[src/rtl/fir_stream_ctrl.sv]
// fir_stream_ctrl: run sequencer between the sample BRAM, a transposed FIR
// and its output FIFO. Each run resets the FIR, streams SAMPLE_COUNT samples
// followed by TAP_COUNT-1 zeros, and opens the FIFO write window (o_sig_comp
// low) for exactly the full-convolution output length.
module fir_stream_ctrl #(
  parameter int DATA_WIDTH   = 16,
  parameter int ADDR_WIDTH   = 10,
  parameter int SAMPLE_COUNT = 1024,
  parameter int TAP_COUNT    = 65,
  parameter int RST_CYCLES   = 2,
  parameter int WREN_SKEW    = 2
) (
  input  logic                         i_clk,
  input  logic                         i_rstn,
  input  logic                         i_start,
  input  logic                         i_abort,
  input  logic                         i_fifo_empty,
  input  logic                         i_fifo_full,
  output logic [ADDR_WIDTH-1:0]        o_bram_addr,
  output logic                         o_bram_rden,
  input  logic [DATA_WIDTH-1:0]        i_bram_data,
  output logic signed [DATA_WIDTH-1:0] o_fir_datain,
  output logic                         o_fir_rstn,
  output logic                         o_sig_comp,
  output logic                         o_busy,
  output logic                         o_done,
  output logic                         o_start_err,
  output logic                         o_overflow
);

  // Window length equals the full convolution output length.
  localparam int WIN_LEN   = SAMPLE_COUNT + TAP_COUNT - 1;
  localparam int WIN_W     = $clog2(WIN_LEN) + 1;
  localparam int FLUSH_LEN = TAP_COUNT - 1;
  localparam int FLUSH_W   = $clog2(FLUSH_LEN) + 1;
  localparam int CLR_W     = $clog2(RST_CYCLES) + 1;

  typedef enum logic [2:0] {
    ST_IDLE  = 3'd0,
    ST_CLEAR = 3'd1,
    ST_READ  = 3'd2,
    ST_FLUSH = 3'd3,
    ST_DRAIN = 3'd4,
    ST_DONE  = 3'd5
  } state_t;

  state_t                        state_q, state_d;
  logic [ADDR_WIDTH-1:0]         addr_q, addr_d;
  logic                          rden_q, rden_d;
  logic signed [DATA_WIDTH-1:0]  datain_q, datain_d;
  logic                          fir_rstn_q, fir_rstn_d;
  logic                          sig_comp_q, sig_comp_d;
  logic                          busy_q, busy_d;
  logic                          done_q, done_d;
  logic                          start_err_q, start_err_d;
  logic                          overflow_q, overflow_d;
  // BRAM data is valid the cycle after a read was issued.
  logic                          rd_valid_q, rd_valid_d;
  // Marks that the next captured sample is sample 0 of the run.
  logic                          first_q, first_d;
  logic [CLR_W-1:0]              clr_cnt_q, clr_cnt_d;
  logic [FLUSH_W-1:0]            flush_cnt_q, flush_cnt_d;
  logic [WIN_W-1:0]              win_cnt_q, win_cnt_d;
  logic                          win_closed_q, win_closed_d;

  logic abort_s;
  logic capture_s;
  logic trig_s;
  logic open_s;

  assign abort_s   = i_abort && (state_q != ST_IDLE);
  assign capture_s = rd_valid_q && ((state_q == ST_READ) || (state_q == ST_FLUSH));
  assign trig_s    = capture_s && first_q;

  // The write window opens WREN_SKEW cycles after sample 0 reaches the FIR.
  if (WREN_SKEW == 0) begin : g_no_skew
    assign open_s = trig_s;
  end else begin : g_skew
    logic [WREN_SKEW-1:0] dly_q;

    // Delay line from "sample 0 captured" to "open write window".
    always_ff @(posedge i_clk or negedge i_rstn) begin
      if (!i_rstn) begin
        dly_q <= {WREN_SKEW{1'b0}};
      end else if (abort_s) begin
        dly_q <= {WREN_SKEW{1'b0}};
      end else begin
        dly_q <= (dly_q << 1) | WREN_SKEW'(trig_s);
      end
    end

    assign open_s = dly_q[WREN_SKEW-1];
  end

  // State and registered-output update.
  always_ff @(posedge i_clk or negedge i_rstn) begin
    if (!i_rstn) begin
      state_q      <= ST_IDLE;
      addr_q       <= {ADDR_WIDTH{1'b0}};
      rden_q       <= 1'b0;
      datain_q     <= {DATA_WIDTH{1'b0}};
      fir_rstn_q   <= 1'b0;
      sig_comp_q   <= 1'b1;
      busy_q       <= 1'b0;
      done_q       <= 1'b0;
      start_err_q  <= 1'b0;
      overflow_q   <= 1'b0;
      rd_valid_q   <= 1'b0;
      first_q      <= 1'b0;
      clr_cnt_q    <= {CLR_W{1'b0}};
      flush_cnt_q  <= {FLUSH_W{1'b0}};
      win_cnt_q    <= {WIN_W{1'b0}};
      win_closed_q <= 1'b0;
    end else begin
      state_q      <= state_d;
      addr_q       <= addr_d;
      rden_q       <= rden_d;
      datain_q     <= datain_d;
      fir_rstn_q   <= fir_rstn_d;
      sig_comp_q   <= sig_comp_d;
      busy_q       <= busy_d;
      done_q       <= done_d;
      start_err_q  <= start_err_d;
      overflow_q   <= overflow_d;
      rd_valid_q   <= rd_valid_d;
      first_q      <= first_d;
      clr_cnt_q    <= clr_cnt_d;
      flush_cnt_q  <= flush_cnt_d;
      win_cnt_q    <= win_cnt_d;
      win_closed_q <= win_closed_d;
    end
  end

  // Next-state, sample path, write window and status computation.
  always_comb begin
    state_d      = state_q;
    addr_d       = addr_q;
    rden_d       = rden_q;
    fir_rstn_d   = fir_rstn_q;
    sig_comp_d   = sig_comp_q;
    busy_d       = busy_q;
    done_d       = 1'b0;
    start_err_d  = 1'b0;
    rd_valid_d   = rden_q;
    first_d      = first_q;
    clr_cnt_d    = clr_cnt_q;
    flush_cnt_d  = flush_cnt_q;
    win_cnt_d    = win_cnt_q;
    win_closed_d = win_closed_q;

    // Zeros fill every cycle without a fresh BRAM sample, which also forms
    // the flush tail.
    if (capture_s) begin
      datain_d = i_bram_data;
      first_d  = 1'b0;
    end else begin
      datain_d = {DATA_WIDTH{1'b0}};
    end

    // A full FIFO while writes are enabled means output samples were lost.
    if (!sig_comp_q && i_fifo_full) begin
      overflow_d = 1'b1;
    end else begin
      overflow_d = overflow_q;
    end

    if (abort_s) begin
      state_d      = ST_IDLE;
      rden_d       = 1'b0;
      datain_d     = {DATA_WIDTH{1'b0}};
      fir_rstn_d   = 1'b0;
      sig_comp_d   = 1'b1;
      busy_d       = 1'b0;
      rd_valid_d   = 1'b0;
      first_d      = 1'b0;
      win_cnt_d    = {WIN_W{1'b0}};
      win_closed_d = 1'b0;
    end else begin
      // Window counter runs on its own, independent of the FSM state.
      if (open_s) begin
        sig_comp_d = 1'b0;
        win_cnt_d  = WIN_W'(WIN_LEN);
      end else if (!sig_comp_q) begin
        win_cnt_d = win_cnt_q - WIN_W'(1);
        if (win_cnt_q == WIN_W'(1)) begin
          sig_comp_d   = 1'b1;
          win_closed_d = 1'b1;
        end else begin
          sig_comp_d = 1'b0;
        end
      end else begin
        sig_comp_d = 1'b1;
      end

      case (state_q)
        ST_IDLE: begin
          fir_rstn_d = 1'b0;
          if (i_start && !i_abort) begin
            if (i_fifo_empty) begin
              state_d      = ST_CLEAR;
              busy_d       = 1'b1;
              overflow_d   = 1'b0;
              clr_cnt_d    = {CLR_W{1'b0}};
              win_closed_d = 1'b0;
            end else begin
              start_err_d = 1'b1;
            end
          end else begin
            state_d = ST_IDLE;
          end
        end
        ST_CLEAR: begin
          if (clr_cnt_q == CLR_W'(RST_CYCLES - 1)) begin
            state_d    = ST_READ;
            fir_rstn_d = 1'b1;
            addr_d     = {ADDR_WIDTH{1'b0}};
            rden_d     = 1'b1;
            first_d    = 1'b1;
          end else begin
            clr_cnt_d = clr_cnt_q + CLR_W'(1);
          end
        end
        ST_READ: begin
          if (addr_q == ADDR_WIDTH'(SAMPLE_COUNT - 1)) begin
            rden_d      = 1'b0;
            state_d     = ST_FLUSH;
            flush_cnt_d = {FLUSH_W{1'b0}};
          end else begin
            addr_d = addr_q + ADDR_WIDTH'(1);
          end
        end
        ST_FLUSH: begin
          // Count zero cycles driven after the last sample has been presented.
          if (!capture_s) begin
            flush_cnt_d = flush_cnt_q + FLUSH_W'(1);
            if (flush_cnt_q == FLUSH_W'(FLUSH_LEN - 1)) begin
              state_d = ST_DRAIN;
            end else begin
              state_d = ST_FLUSH;
            end
          end else begin
            flush_cnt_d = flush_cnt_q;
          end
        end
        ST_DRAIN: begin
          if (win_closed_q) begin
            state_d = ST_DONE;
            done_d  = 1'b1;
            busy_d  = 1'b0;
          end else begin
            state_d = ST_DRAIN;
          end
        end
        ST_DONE: begin
          state_d    = ST_IDLE;
          fir_rstn_d = 1'b0;
        end
        default: begin
          state_d    = ST_IDLE;
          rden_d     = 1'b0;
          fir_rstn_d = 1'b0;
          sig_comp_d = 1'b1;
          busy_d     = 1'b0;
        end
      endcase
    end
  end

  assign o_bram_addr  = addr_q;
  assign o_bram_rden  = rden_q;
  assign o_fir_datain = datain_q;
  assign o_fir_rstn   = fir_rstn_q;
  assign o_sig_comp   = sig_comp_q;
  assign o_busy       = busy_q;
  assign o_done       = done_q;
  assign o_start_err  = start_err_q;
  assign o_overflow   = overflow_q;

endmodule

[config.mk]
export PLATFORM = sky130hd
export DESIGN_NAME = fir_stream_ctrl
export DESIGN_NICKNAME = d
export VERILOG_FILES = /design/src/rtl/fir_stream_ctrl.sv
export SDC_FILE = /design/constraint.sdc
export NUM_CORES = 1
export LEC_CHECK = 0
export ABC_AREA = 1
export CORE_ASPECT_RATIO = 1.5
export CORE_UTILIZATION = 54
export DETAILED_ROUTE_END_ITERATION = 8
export PLACE_DENSITY = 0.89
export SLEW_MARGIN = 25
export SYNTH_ARGS = -nofsm -noshare
export SYNTH_HDL_FRONTEND = slang
export SYNTH_SLANG_ARGS = --single-unit
[constraint.sdc]
create_clock -name i_clk -period 2 [get_ports i_clk]
set_input_delay 0.2 -clock i_clk [delete_from_list [all_inputs] [get_ports i_clk]]
set_output_delay 0.2 -clock i_clk [all_outputs]
set_load 0.02 [all_outputs]
# Word-level counts from Yosys, hierarchy flattened
# Index checks and enable logic that the tools add are counted.
[word_totals]
regBits = 62
wordCells = 139
output_inout_bits = 33
inputBits = 22
[op_classes]
reduce_logical = 24
n_mux = 65
eq_ne = 27
n_bitwise = 2
add_sub_neg = 4
[op_table]
columns = ["cell", "n"]
rows = [
  ["$mux W1", 38],
  ["$mux W12", 3],
  ["$mux W16", 2],
  ["$mux W3", 7],
  ["$mux W10", 2],
  ["$pmux W10 S2", 1],
  ["$reduce_and A4 Y1", 4],
  ["$ne A3 B3 Y1 const B", 5],
  ["$pmux W3 S5", 1],
  ["$mux W7", 2],
  ["$pmux W7 S2", 1],
  ["$eq A12 B1 Y1 const B", 1],
  ["$ne A2 B2 Y1 const B", 6],
  ["$sub A12 B1 Y12 const B", 1],
  ["$add A10 B1 Y10 const B", 1],
  ["$eq A10 B10 Y1 const B", 1],
  ["$mux W2", 4],
  ["$ne A2 B1 Y1 const B", 4],
  ["$reduce_or A4 Y1", 2],
  ["$add A7 B1 Y7 const B", 1],
  ["$eq A7 B6 Y1 const B", 1],
  ["$eq A3 B2 Y1 const B", 2],
  ["$eq A3 B3 Y1 const B", 2],
  ["$pmux W1 S3", 2],
  ["other kinds (21)", 28],
]

# Depth between registers and ports, before layout
# Gate-level depths: netlist (run 1).
[depth]
word_depth = 8
mapped_depth = 11
mapped_depth_nobuf = 9

# Worst setup path before layout (run 1)
# Ideal clock, no wire load.
[synth_path]
kind = "reg-to-reg"
startpoint = "register addr_q[0], in the netlist o_bram_addr[0]"
endpoint = "register flush_cnt_q[2]"
path_slack_ns = 0.305
period_less_slack_ns = 1.695
n_path_buf = 1
arrival_time_ns = 1.577
path_stages_with_launch = 10
setup_time_ns = 0.118
cell_sequence = "dfrtp_1 -> ha_1 -> nand3_1 -> nor2_4 -> nand3_4 -> nand2_4 -> nand2_4 -> buf_12 -> nand2_2 -> o21ai_2"
[synth_via]
elab_chain_len = 3
[synth_rtl]
columns = ["item", "line_no", "source"]
rows = [
  ["start, declared", "48", "logic [ADDR_WIDTH-1:0] addr_q, addr_d;"],
  ["start signal, assigned", "99", "addr_q <= {ADDR_WIDTH{1'b0}};"],
  ["start signal, assigned", "116", "addr_q <= addr_d;"],
  ["$eq A10 B10 Y1", "224", "if (addr_q == ADDR_WIDTH'(SAMPLE_COUNT - 1)) begin"],
  ["$ne A2 B1 Y1 (no source line)", "n/a", ""],
  ["$reduce_and A4 Y1 (no source line)", "n/a", ""],
  ["end signal, assigned", "111", "flush_cnt_q <= {FLUSH_W{1'b0}};"],
  ["end signal, assigned", "128", "flush_cnt_q <= flush_cnt_d;"],
  ["end, declared", "62", "logic [FLUSH_W-1:0] flush_cnt_q, flush_cnt_d;"],
]
# No other way between the ends.
# A chain may end at the register's enable or synchronous reset.

# Final worst setup path (run 1)
[layout_path]
startpoint = "register state_q[0]"
endpoint = "register addr_q[8], in the netlist o_bram_addr[8]"
[layout_via]
elab_chain_len = 4
elab_cells_between_ends = 10
[layout_rtl]
columns = ["item", "line_no", "source"]
rows = [
  ["start, declared", "47", "state_t state_q, state_d;"],
  ["start signal, assigned", "115", "state_q <= state_d;"],
  ["branches (longest 4 deep; another with $reduce_and A4 Y1)", "n/a", ""],
]
# Several ways; the timed one is not identified.

==> metrics list, run 1 <==
- Die Span Y: 99.2 um
- The final route contains 2,946 vias.
* RSZ-0062 raised after global routing: no
- The share of synthesized area in the top cell type comes to 44.9%.
- Setup violations remaining at the end of the flow were counted as 0.
- Min Clock Period, post-route: 1.73 ns
- In this run, synthesis produced a sequential element count of 62.
* Vias per std cell: 5.29
- Design Power: 5.02 mW
- The floorplan step defined a core boundary enclosing 6130 um^2.
- Classification of the worst-slack hold path: in -> reg
- # clock sinks: 62
* Relative contribution of the clock network to total power: 21.8%
- Worst slew pin tran: 0.622 ns
- The number of different library cells used by synthesis comes to 33.
- The pre-antenna-repair detailed-routing pass consisted of 4 iterations.
- Summed over all cells, the static leakage comes to 2.03 nW.
- No sink is reached through more buffers than the 2 on the longest clock path.
* Root cell of the clock tree: sky130_fd_sc_hd__clkbuf_8
- Fmax: 577 MHz
- Post CTS Setup Buffer Count: 0
- Sorting the synthesized cells by area gives the leading types as sky130_fd_sc_hd__dfrtp_1, sky130_fd_sc_hd__nand2_1, sky130_fd_sc_hd__nor2_1.
- The synthesized design spends more area on one cell type than any other, namely sky130_fd_sc_hd__dfrtp_1.
- In this run, the combinational gates consume 43.6% of the power.
- Pins Over Slew Limit: 0
- Number of cells on the critical path: 8
- Cell depth of the worst min-delay path: 3
* Buf/Inv on CP: 0
* NumNets Final: 505
- The worst pin sits at a relative slew slack of 58.5%.
* Routed wire per std cell: 13.1 um
- Worst voltage drop across the vdd grid: 0.000680 V
- Syn avg cell area: 8.18 um^2
* Clock network latency to the later pin of the worst-skew pair: 0.35 ns
- Vias in the first global route: 2,974
- Counting flops with a built-in enable in the synthesized netlist gives 0.
- Number of CTS-inserted buffers: 9
- Crit path cell chain: nor2_8 > nand2_4 > nand2_4 > nand2_4 > nor2_4 > nand2_4 > nand2_1 > o21ai_2
* Master of the slowest instance on the critical path: sky130_fd_sc_hd__dfrtp_1
- Net switching share of the total power: 43.4%
- Maximum number of pins on one net before global-route repair: 28
- The initial antenna violation count is 0.
- # rows: 35
- The floorplan step defined a die boundary enclosing 6630 um^2.
* Kind of start point of the critical path: flip-flop
- Ant. Diodes: 0
- Counting flops with an async set or reset pin after synthesis yields a share of 100%.
- Summed over all nets, the switching power comes to 2.18 mW.
- Total gr overflow: 0
- In this run the worst path has a maximum fanout of 15.
- H-tree lvl count: 3
* Warnings from Yosys: 0
* Total Negative Setup Slacks: 0 ns
- Result of the run: completed
* Count of unresolved DRC violations after routing: 0
- For the worst setup path, the data required time is 2.24 ns.
- Most frequently used flop master after synthesis: sky130_fd_sc_hd__dfrtp_1
- Count of port buffers added during placement: 54
- TritonCTS built the clock tree.
- Worst-case clock skew: 0.0109 ns
- The share of the Yosys chip area taken by registers is 45.6%.
* Share of total power in sequential cells: 34.6%
- Starting DRT DRC Count: 151
- Cell area after synthesis: 3400 um^2
* Clock transition at path regs: 0.08 ns
* Placer's final routability congestion estimate: 0.907
* Family with the most delay on the worst path: simple AND/OR/NAND/NOR gates
- Half-perimeter wire length of the detailed placement result: 5380 um
- Dividing the final minimum period by the clock period gives 86.7%.
- Path depth of the worst reg2reg path: 8
- Worst setup EP type: flip-flop
- R2R setup slack: 0.27 ns
- The internal power of the cells totals 2.84 mW.
* Type of the worst setup path: reg -> reg
* Initial cell density of the core: 55.5%
- For this run, the total global-route usage over all layers was measured as 25.1%.
* Top cell by count, worst path: sky130_fd_sc_hd__nand2_4
- The floorplan step set the die width to 66.8 um.
- In this run the count of I/O pins placed on the die edge is 55.
* Antenna viol nets, final: 0
- The first global-routing pass estimated 12,600 um of wire.
- When the netlist entered floorplanning its net count stood at 443.
- In this run the power density over the cells is 1200 nW/um^2.
- Of the cells placed in the final design, the portion with a size suffix greater than 1 is 15.7%.
- After detailed routing, the total wire length is 7310 um.
* Number of cells produced by synthesis: 416
- Slowest Stage Delay on Critical Path: 0.59 ns
- For the worst setup path, the data arrival time is 1.97 ns.
- Post-synthesis to final-layout area growth: 23.1%
- The tool flagged a number of max-cap violations equal to 0.
- The final-report hold violation count came to 0.
==> flip-flops by register name, indices dropped and copies added (netlist names) <==
signal and cells:
rd_valid_q 1, first_q 1, state_q 3, g_skew.dly_q 2, flush_cnt_q 7, win_cnt_q 12
o_busy 1, o_start_err 1, o_sig_comp 1, o_fir_datain 16, clr_cnt_q 2, o_done 1
o_fir_rstn 1, o_bram_addr 10, o_overflow 1, o_bram_rden 1, win_closed_q 1
==> power by group through the flow <==
stage | Sequential [mW] | Combinational, mW | Clock [mW]
after floorplan | 1.74 | 1.68 | 0
after global placement | 1.74 | 2.07 | 0
after detailed placement | 1.76 | 2.17 | 0
after CTS | 1.73 | 2.19 | 1.12
after global routing | 1.76 | 2.49 | 1.16
final | 1.74 | 2.19 | 1.09
==> logic make-up (layout without fill, tap and decap cells) <==
family	count (synthesis)	count (layout)	share of synthesized area, %
xor gates and xnor gates	6	6	1.54
buffers and inverters	59	126	8.53
and+or+nand+nor	238	238	34.1
AOI/OAI and AO/OA	46	46	8.35
adders and majority gates	5	5	1.84
DFF	62	62	45.6
==> metrics by stage <==
step	worst slack [ns]	utilization [%]	hold slack (ns)	std cells	instance area (um^2)
6_report	0.266	68.3	0.374	557	4190
5_1_grt	0.0389	68.3	0.372	557	4190
4_1_cts	0.259	68.3	0.363	557	4190
3_5_place_dp	0.281	65.0	0.249	540	3980
3_3_place_gp	0.359	65.0	0.243	540	3980
2_1_floorplan	0.305	-	-0.0956	416	3400
==> tightest hold or removal path, stage by stage <==
cell,delay (ns)
sky130_fd_sc_hd__clkdlybuf4s50_1,0.39
sky130_fd_sc_hd__nand2_1,0.06
sky130_fd_sc_hd__nor2_1,0.04
==> final timing paths <==
kind	start	to
hold reg to reg	o_fir_rstn$_DFFE_PN0P_	o_fir_rstn$_DFFE_PN0P_
max in group asynchronous	i_rstn	o_fir_datain[1]$_DFF_PN0_
setup reg to reg	state_q[0]$_DFFE_PN0P_	o_bram_addr[8]$_DFFE_PN0P_
setup / recovery	state_q[0]$_DFFE_PN0P_	o_bram_addr[8]$_DFFE_PN0P_
hold / removal	i_bram_data[5]	o_fir_datain[5]$_DFF_PN0_
min in group asynchronous	i_rstn	win_cnt_q[3]$_DFFE_PN0P_
==> repair_timing <==
item / in CTS / in global routing
hold buffers: 1 / 0
setup endpoints to repair: 0 / 0
gates resized for setup: 0 / 0
endpoints found under the hold margin: 23 / 0
==> synthesized netlist by cell type (5+ instances only) <==
cell / count
sky130_fd_sc_hd__a21oi_1: 9
sky130_fd_sc_hd__buf_6: 5
sky130_fd_sc_hd__dfrtp_1: 61
sky130_fd_sc_hd__ha_1: 5
sky130_fd_sc_hd__inv_1: 44
sky130_fd_sc_hd__inv_2: 5
sky130_fd_sc_hd__nand2_1: 104
sky130_fd_sc_hd__nand2_2: 10
sky130_fd_sc_hd__nand2_4: 7
sky130_fd_sc_hd__nand3_1: 35
sky130_fd_sc_hd__nand4_1: 9
sky130_fd_sc_hd__nor2_1: 54
sky130_fd_sc_hd__nor2_4: 5
sky130_fd_sc_hd__o21ai_0: 15
sky130_fd_sc_hd__o21ai_2: 11
sky130_fd_sc_hd__or2_2: 7
==> per-layer routing <==
metal,wire (um),track usage (%),up-vias
li1,-,-,1448
met1,2900,27.8,1390
met2,3840,43.7,89
met3,393,7.22,19
met4,178,10.5,0
met5,0,0,-
==> layout make-up <==
class / instances / area (um^2)
fill: 518 / 1940
tap: 74 / 92.6
timing repair buffer: 59 / 588
inverter: 51 / 199
multi-input combinational: 295 / 1560
clock inverter: 7 / 73.8
sequential: 62 / 1550
clock buffer: 9 / 124
==> cells in the final DEF (no fill, tap or decap), types with 5 or more instances in the layout <==
master / Yosys / routed
sky130_fd_sc_hd__dfrtp_1: 61 / 61
sky130_fd_sc_hd__nand4_1: 9 / 9
sky130_fd_sc_hd__clkdlybuf4s50_1: 0 / 53
sky130_fd_sc_hd__nand2_4: 7 / 7
sky130_fd_sc_hd__nand2_2: 10 / 10
sky130_fd_sc_hd__o21ai_2: 11 / 11
sky130_fd_sc_hd__inv_1: 44 / 44
sky130_fd_sc_hd__nor2_1: 54 / 54
sky130_fd_sc_hd__clkbuf_8: 0 / 9
sky130_fd_sc_hd__nor2_4: 5 / 5
sky130_fd_sc_hd__or2_2: 7 / 7
sky130_fd_sc_hd__nand2_1: 104 / 104
sky130_fd_sc_hd__nand3_1: 35 / 35
sky130_fd_sc_hd__a21oi_1: 9 / 9
sky130_fd_sc_hd__inv_2: 5 / 5
sky130_fd_sc_hd__o21ai_0: 15 / 15
sky130_fd_sc_hd__ha_1: 5 / 5
Power figures use the tool's default switching activity.
==> run 2: changes to the inputs <==
--- a/config.mk
+++ b/config.mk
@@ -9,7 +9,8 @@
 export CORE_ASPECT_RATIO = 1.5
 export CORE_UTILIZATION = 54
 export DETAILED_ROUTE_END_ITERATION = 8
-export PLACE_DENSITY = 0.89
+export PLACE_DENSITY = 0.8
+export SKIP_LAST_GASP = 1
 export SLEW_MARGIN = 25
 export SYNTH_ARGS = -nofsm -noshare
 export SYNTH_HDL_FRONTEND = slang
==> metrics list, run 2 (synthesis gave the netlist of run 1 again) <==
- The flow ran to the end, and the final reports show no timing, DRC or antenna violations.
- I/O pins: 55
* Worst-case clock skew: 0.00919 ns
- Routed wire per std cell: 12.7 um
- On the critical path the largest part of the delay comes from simple AND/OR/NAND/NOR gates.
- For this design the static power due to leakage is 2.03 nW.
- Measured along the x axis, the die boundary spans 66.8 um.
* Antenna violations before repair: 0
* Slowest Stage Delay on Critical Path: 0.71 ns
- In this run the remaining antenna-violating nets after routing total 0.
* Initial cell density of the core: 55.5%
- Setup slack on the worst reg-to-reg path comes out at 0.20 ns.
* Fmax: 554 MHz
- Reg-to-reg critical path endpoint: state_q[1]$_DFFE_PN0P_
- Worst setup timing slack at the placement stage: 0.256 ns
* Starting DRT DRC Count: 168
- The worst setup path is launched from a flip-flop.
- Maximum number of pins on one net before global-route repair: 32
* Vias in the first global route: 2,847
- Data on the critical path arrives at its endpoint at 2.08 ns.
- TritonCTS built the clock tree.
- Vias per std cell: 5.15
- Last element of the critical path: state_q[1]$_DFFE_PN0P_
- Root cell of the clock tree: sky130_fd_sc_hd__clkbuf_8
- In this run the worst path has a maximum fanout of 9.
- Power density relative to cell area: 1190 nW/um^2
- Dpl cells: 539
* Startpoint of the lowest-slack register-to-register path: state_q[1]$_DFFE_PN0P_
* Count of port buffers added during placement: 54
- Post-route clock period utilization: 90.2%
- Path depth of the worst reg2reg path: 8
- Global routing used 24.2% of the available tracks across all layers.
- Once detailed placement completed, the half-perimeter wirelength came to 4970 um.
- Count of vias placed by the detailed router: 2,865
- Commonest cells after routing, fill and taps aside: sky130_fd_sc_hd__nand2_1, sky130_fd_sc_hd__dfrtp_1, sky130_fd_sc_hd__nor2_1, sky130_fd_sc_hd__clkdlybuf4s50_1, sky130_fd_sc_hd__inv_1
- Final hold violation count: 0
- The worst setup path is of the reg -> reg kind.
- Pins Over Slew Limit: 0
- Setup total negative slack on the finished layout was measured at 0 ns.
- Max-Cap Viols: 0
- The floorplan step set the die height to 99.2 um.
- In the final layout, flip-flops and latches occupy 1550 um^2.
- Ant. Diodes: 0
- First-pass iteration count of the detailed router: 4
- Hold slack: 0.361 ns
- The min-delay analysis places its worst path in the category in -> async.
* # rows: 35
- At the pin with the least slew margin, the transition time is 0.585 ns.
- Post-synthesis to final-layout area growth: 23.0%
* Maximum buffer depth of the clock tree: 2
* Clock transition at path regs: 0.07 ns
* Min Clock Period, post-route: 1.80 ns
- Core region area: 6130 um^2
- Setup violations remaining at the end of the flow were counted as 0.
- Number of cells on the critical path: 8
- Crit path cell chain: inv_2 > nor2_4 > nand2_2 > nor2_1 > nand2_1 > nand3_1 > nand2_1 > nand2_1
- For the worst setup path, the data required time is 2.28 ns.
- In this run, CTS created clock tree buffers numbering 9.
- Worst setup margin: 0.196 ns
- Counting the fill cells in the layout gives 518.
- In the final layout, the share of cells above drive strength 1 is 15.6%.
- # clock sinks: 62
- The congestion estimate from routability-driven global placement came to 0.901.
* Post-Place Cell Area: 3980 um^2
* RSZ-0062 raised after global routing: no
- After detailed routing, the total wire length is 7050 um.
- Total die area: 6630 um^2
* Non-filler cells in the finished layout: 556
- The worst setup path is captured at a flip-flop.
- Top cell by count, worst path: sky130_fd_sc_hd__nand2_1
- Post-CTS timing repair inserted 0 buffers for setup.
- The register with the most flip-flops in the layout has 16 of them.
- Across the VDD grid, the largest voltage drop is 0.000783 V.
* Master of the slowest instance on the critical path: sky130_fd_sc_hd__dfrtp_1
- Total gr overflow: 0
* Count of unresolved DRC violations after routing: 0
* NumNets Final: 504
- Buf/Inv on CP: 1
- Multi-input logic area: 1560 um^2
* H-tree lvl count: 3
- Leaving out fill and tap cells, the most frequent cell in the layout is sky130_fd_sc_hd__nand2_1.
* Relative max-transition margin: 61.0%
- Post-route standard cell area excluding fillers: 4190 um^2
- For the worst-skew pair, the clock arrives at the later sink with an insertion delay of 0.34 ns.
- The most critical setup path has its startpoint at state_q[1]$_DFFE_PN0P_.
* Global-route wire length before repair: 12,300 um
[run 2: final cells by class]
| class | instances | area share (%) |
|---|---|---|
| Sequential cell | 62 | 37.1 |
| Multi-Input combinational cell | 295 | 37.3 |
| Clock inverter | 4 | 1.08 |
| Clock buffer | 12 | 3.71 |
| Timing Repair Buffer | 58 | 13.9 |
| Inverter | 51 | 4.75 |
| Tap cell | 74 | 2.21 |
[run 2: where the power goes]
group	internal [mW]	leakage (nW)	switching, mW	total (mW)
registers	1.48	0.847	0.261	1.74
logic	0.779	1.08	1.36	2.14
clock network	0.637	0.106	0.474	1.11
total	2.90	2.03	2.09	4.99
[run 2: worst min-delay path by stage]
stage	from	endpoint	slack, ns	cells after the start
2_1_floorplan	i_rstn	clr_cnt_q[0]$_DFFE_PN0P_	-0.1	0
6_report	i_rstn	win_cnt_q[11]$_DFFE_PN0P_	0.36	2
3_3_place_gp	i_rstn	win_cnt_q[7]$_DFFE_PN0P_	0.19	1
5_1_grt	i_rstn	win_cnt_q[0]$_DFFE_PN0P_	0.40	2
3_5_place_dp	i_rstn	win_cnt_q[7]$_DFFE_PN0P_	0.19	1
4_1_cts	i_rstn	win_cnt_q[11]$_DFFE_PN0P_	0.37	2
[run 2: worst register-to-register path, stage by stage (launching register included)]
cell and delay [ns]:
sky130_fd_sc_hd__dfrtp_1 0.71, sky130_fd_sc_hd__inv_2 0.09, sky130_fd_sc_hd__nor2_4 0.12, sky130_fd_sc_hd__nand2_2 0.10, sky130_fd_sc_hd__nor2_1 0.21, sky130_fd_sc_hd__nand2_1 0.14
sky130_fd_sc_hd__nand3_1 0.18, sky130_fd_sc_hd__nand2_1 0.09, sky130_fd_sc_hd__nand2_1 0.09
[run 2: repair_timing]
action / 4_1_cts / 5_1_grt
hold buffers: 1 / 0
hold endpoints to repair: 19 / 0
setup endpoints to repair: 0 / 1
resized for setup: 0 / 1
[run 2: routing by layer]
layer | global-route usage [%] | routed length (um) | vias up
met5 | 0 | 0 | -
met4 | 9.33 | 122 | 0
met3 | 4.70 | 261 | 12
met2 | 42.6 | 3660 | 68
met1 | 28.2 | 3000 | 1347
li1 | - | - | 1438
[run 2: through the flow]
| step | power (mW) | util [%] |
|---|---|---|
| after floorplan | 3.42 | - |
| after global placement | 3.82 | 64.8 |
| after detailed placement | 3.87 | 64.8 |
| after CTS | 5.02 | 68.3 |
| after global routing | 5.39 | 68.3 |
| final | 4.99 | 68.3 |
==> run 3: changes to the inputs <==
--- a/config.mk
+++ b/config.mk
@@ -6,10 +6,11 @@
 export NUM_CORES = 1
 export LEC_CHECK = 0
 export ABC_AREA = 1
+export CAP_MARGIN = 30
 export CORE_ASPECT_RATIO = 1.5
-export CORE_UTILIZATION = 54
+export CORE_UTILIZATION = 48
 export DETAILED_ROUTE_END_ITERATION = 8
-export PLACE_DENSITY = 0.8
+export PLACE_DENSITY = 0.76
 export SKIP_LAST_GASP = 1
 export SLEW_MARGIN = 25
 export SYNTH_ARGS = -nofsm -noshare
==> constraint.sdc (replaced) <==
create_clock -name i_clk -period 1.5 [get_ports i_clk]
set_input_delay 0.3 -clock i_clk [delete_from_list [all_inputs] [get_ports i_clk]]
set_output_delay 0.3 -clock i_clk [all_outputs]
set_load 0.02 [all_outputs]
==> metrics list, run 3 (synthesis gave the netlist of run 1 again) <==
- Pins Over Slew Limit: 0
- Result of the run: complete, but fails checks
- Crit path cell chain: dlygate4sd2_1
* # rows: 37
- In this run the critical register-to-register path is launched from state_q[2]$_DFFE_PN0P_.
- Routed wire per std cell: 13.2 um
- Worst-case clock skew: 0.00611 ns
- Min Clock Period, post-route: 1.47 ns
- Leakage power figure: 2.38 nW
- Final hold analysis gives a worst-case slack of 0.390 ns.
- Setup repair after global routing could not meet its margin everywhere.
- TritonCTS built the clock tree.
- Across all register-to-register paths, the minimum setup slack is 0.04 ns.
- Maximum buffer depth of the clock tree: 2
- At the end of the flow, the number of nets in the layout was 544.
- The clock reaches the later pin of the worst-skew pair after 0.35 ns.
- Post-route clock period utilization: 97.7%
- The finished layout holds 600 standard cells, fillers aside.
- The core region is 6850 um^2.
- I/O pins: 55
* Buf/Inv on CP: 1
* Final hold violation count: 0
* Vias in the first global route: 2,936
* # clock sinks: 62
- The critical path is of the reg -> out type.
* Reg-to-reg critical path endpoint: o_bram_addr[9]$_DFFE_PN0P_
* Path depth of the worst reg2reg path: 8
- The routed design has 7890 um of wire.
- After clock tree synthesis, the clock-pin slew on the worst setup and hold paths is 0.07 ns.
- Root cell of the clock tree: sky130_fd_sc_hd__clkbuf_8
- Ant. Diodes: 0
- Slowest Stage Delay on Critical Path: 0.45 ns
- The die is 105 um tall.
* Worst voltage drop across the vdd grid: 0.000809 V
- The detail route stage leaves a number of antenna-violating nets equal to 0.
- Design Power: 7.56 mW
- For this block, the initial DRC count from the detailed router was 201.
- Count of port buffers added during placement: 54
- The path class of the tightest hold or removal check is in -> async.
* Master of the slowest instance on the critical path: sky130_fd_sc_hd__dfrtp_1
- STA puts the critical path data arrival time at 1.17 ns.
* Power density relative to cell area: 1640 nW/um^2
- Horizontal extent of the die: 70.8 um
- H-tree lvl count: 3
- Count of vias placed by the detailed router: 3,082
- Worst slew pin tran: 0.373 ns
* Required arrival time at the worst endpoint: 1.20 ns
* Half-perimeter wire length of the detailed placement result: 5620 um
* Most frequent standard cell in the layout excluding fill and tap cells: sky130_fd_sc_hd__nand2_1
* Highest fanout seen on the critical path: 5
- In the layout the commonest cells are sky130_fd_sc_hd__nand2_1, sky130_fd_sc_hd__dfrtp_1, sky130_fd_sc_hd__nor2_1, sky130_fd_sc_hd__inv_1, sky130_fd_sc_hd__buf_4.
* Total gr overflow: 0
* Fraction of final layout cells sized beyond drive strength 1: 25.9%
- The worst pin sits at a relative slew slack of 75.1%.
- Setup violations remaining at the end of the flow were counted as 0.
- Kind of start point of the critical path: flip-flop
* Initial cell density of the core: 49.7%
- Antenna violations before repair: 0
- Total die area: 7440 um^2
* Global-route wire length before repair: 13,000 um
- The checks that failed: DRC.
- Number of CTS-inserted buffers: 9
- Fmax: 682 MHz
- The first TritonRoute pass finished after 8 iterations.
* Worst setup EP type: output port
- In this run, placement finished with an instance count of 574.
- In the routed layout, each cell is associated on average with a via count of 5.14.
- Among cell families on the critical path, the largest total delay comes from flip-flops.
- Overall Global Routing Usage: 22.7%
* Count of unresolved DRC violations after routing: 10
- Post-synthesis to final-layout area growth: 35.3%
- Entering global routing, the biggest net connects 35 pins.
- Max-Cap Viols: 0
- The congestion estimate from routability-driven global placement came to 0.902.
- The register with the most flip-flops in the layout has 16 of them.
## run 3: worst max path at each step
stage | endpoint | depth (start not counted) | slack [ns] | start
final | o_bram_addr[6] | 1 | 0.03 | o_bram_addr[6]$_DFFE_PN0P_
after global routing | win_cnt_q[10]$_DFFE_PN0P_ | 9 | -0.04 | win_cnt_q[1]$_DFFE_PN0P_
after CTS | o_sig_comp | 1 | -0.04 | o_sig_comp$_DFF_PN1_
after detailed placement | state_q[0]$_DFFE_PN0P_ | 8 | -0.19 | i_abort
after global placement | state_q[1]$_DFFE_PN0P_ | 8 | -0.18 | i_abort
after floorplan | flush_cnt_q[2]$_DFFE_PN0P_ | 9 | -0.02 | o_bram_addr[0]$_DFFE_PN0P_
## run 3: report_power, final
part	leakage (nW)	switching (mW)	internal (mW)
Clock	0.102	0.688	0.980
Sequential	0.841	0.283	1.98
Combinational	1.44	2.18	1.46
Total	2.38	3.15	4.41
## run 3: layout make-up
| type | instances | area [um^2] |
|---|---|---|
| tap | 78 | 97.6 |
| fill | 579 | 2250 |
| clock inverter | 5 | 82.6 |
| multi-input combinational | 296 | 1660 |
| sequential | 62 | 1560 |
| timing repair buffer | 97 | 861 |
| inverter | 51 | 201 |
| clock buffer | 11 | 141 |
## run 3: repair_timing
action                     in CTS  in global routing
hold buffers                    1                  0
setup buffers                   2                  6
cloned                          0                  1
pin swaps                       0                  7
setup endpoints to repair      45                 30
hold endpoints to repair       12                  0
gates resized for setup        37                 26
## run 3: layer usage
layer / track usage (%) / up-vias / wire (um)
met1: 25.4 / 1457 / 3150
met2: 39.0 / 79 / 4170
li1: - / 1523 / -
met5: 0 / - / 0
met4: 13.0 / 0 / 276
met3: 5.11 / 23 / 301
## run 3: per-stage QoR
| stage | setup slack (ns) | utilization [%] | TNS, ns | area [um^2] |
|---|---|---|---|---|
| final | 0.0345 | 67.2 | 0 | 4600 |
| after global routing | -0.0392 | 67.2 | -0.304 | 4600 |
| after CTS | -0.0412 | 65.0 | -0.0412 | 4450 |
| after detailed placement | -0.194 | 61.9 | -3.94 | 4240 |
| after global placement | -0.177 | 61.9 | -2.68 | 4240 |
| after floorplan | -0.0236 | - | -0.139 | 3430 |
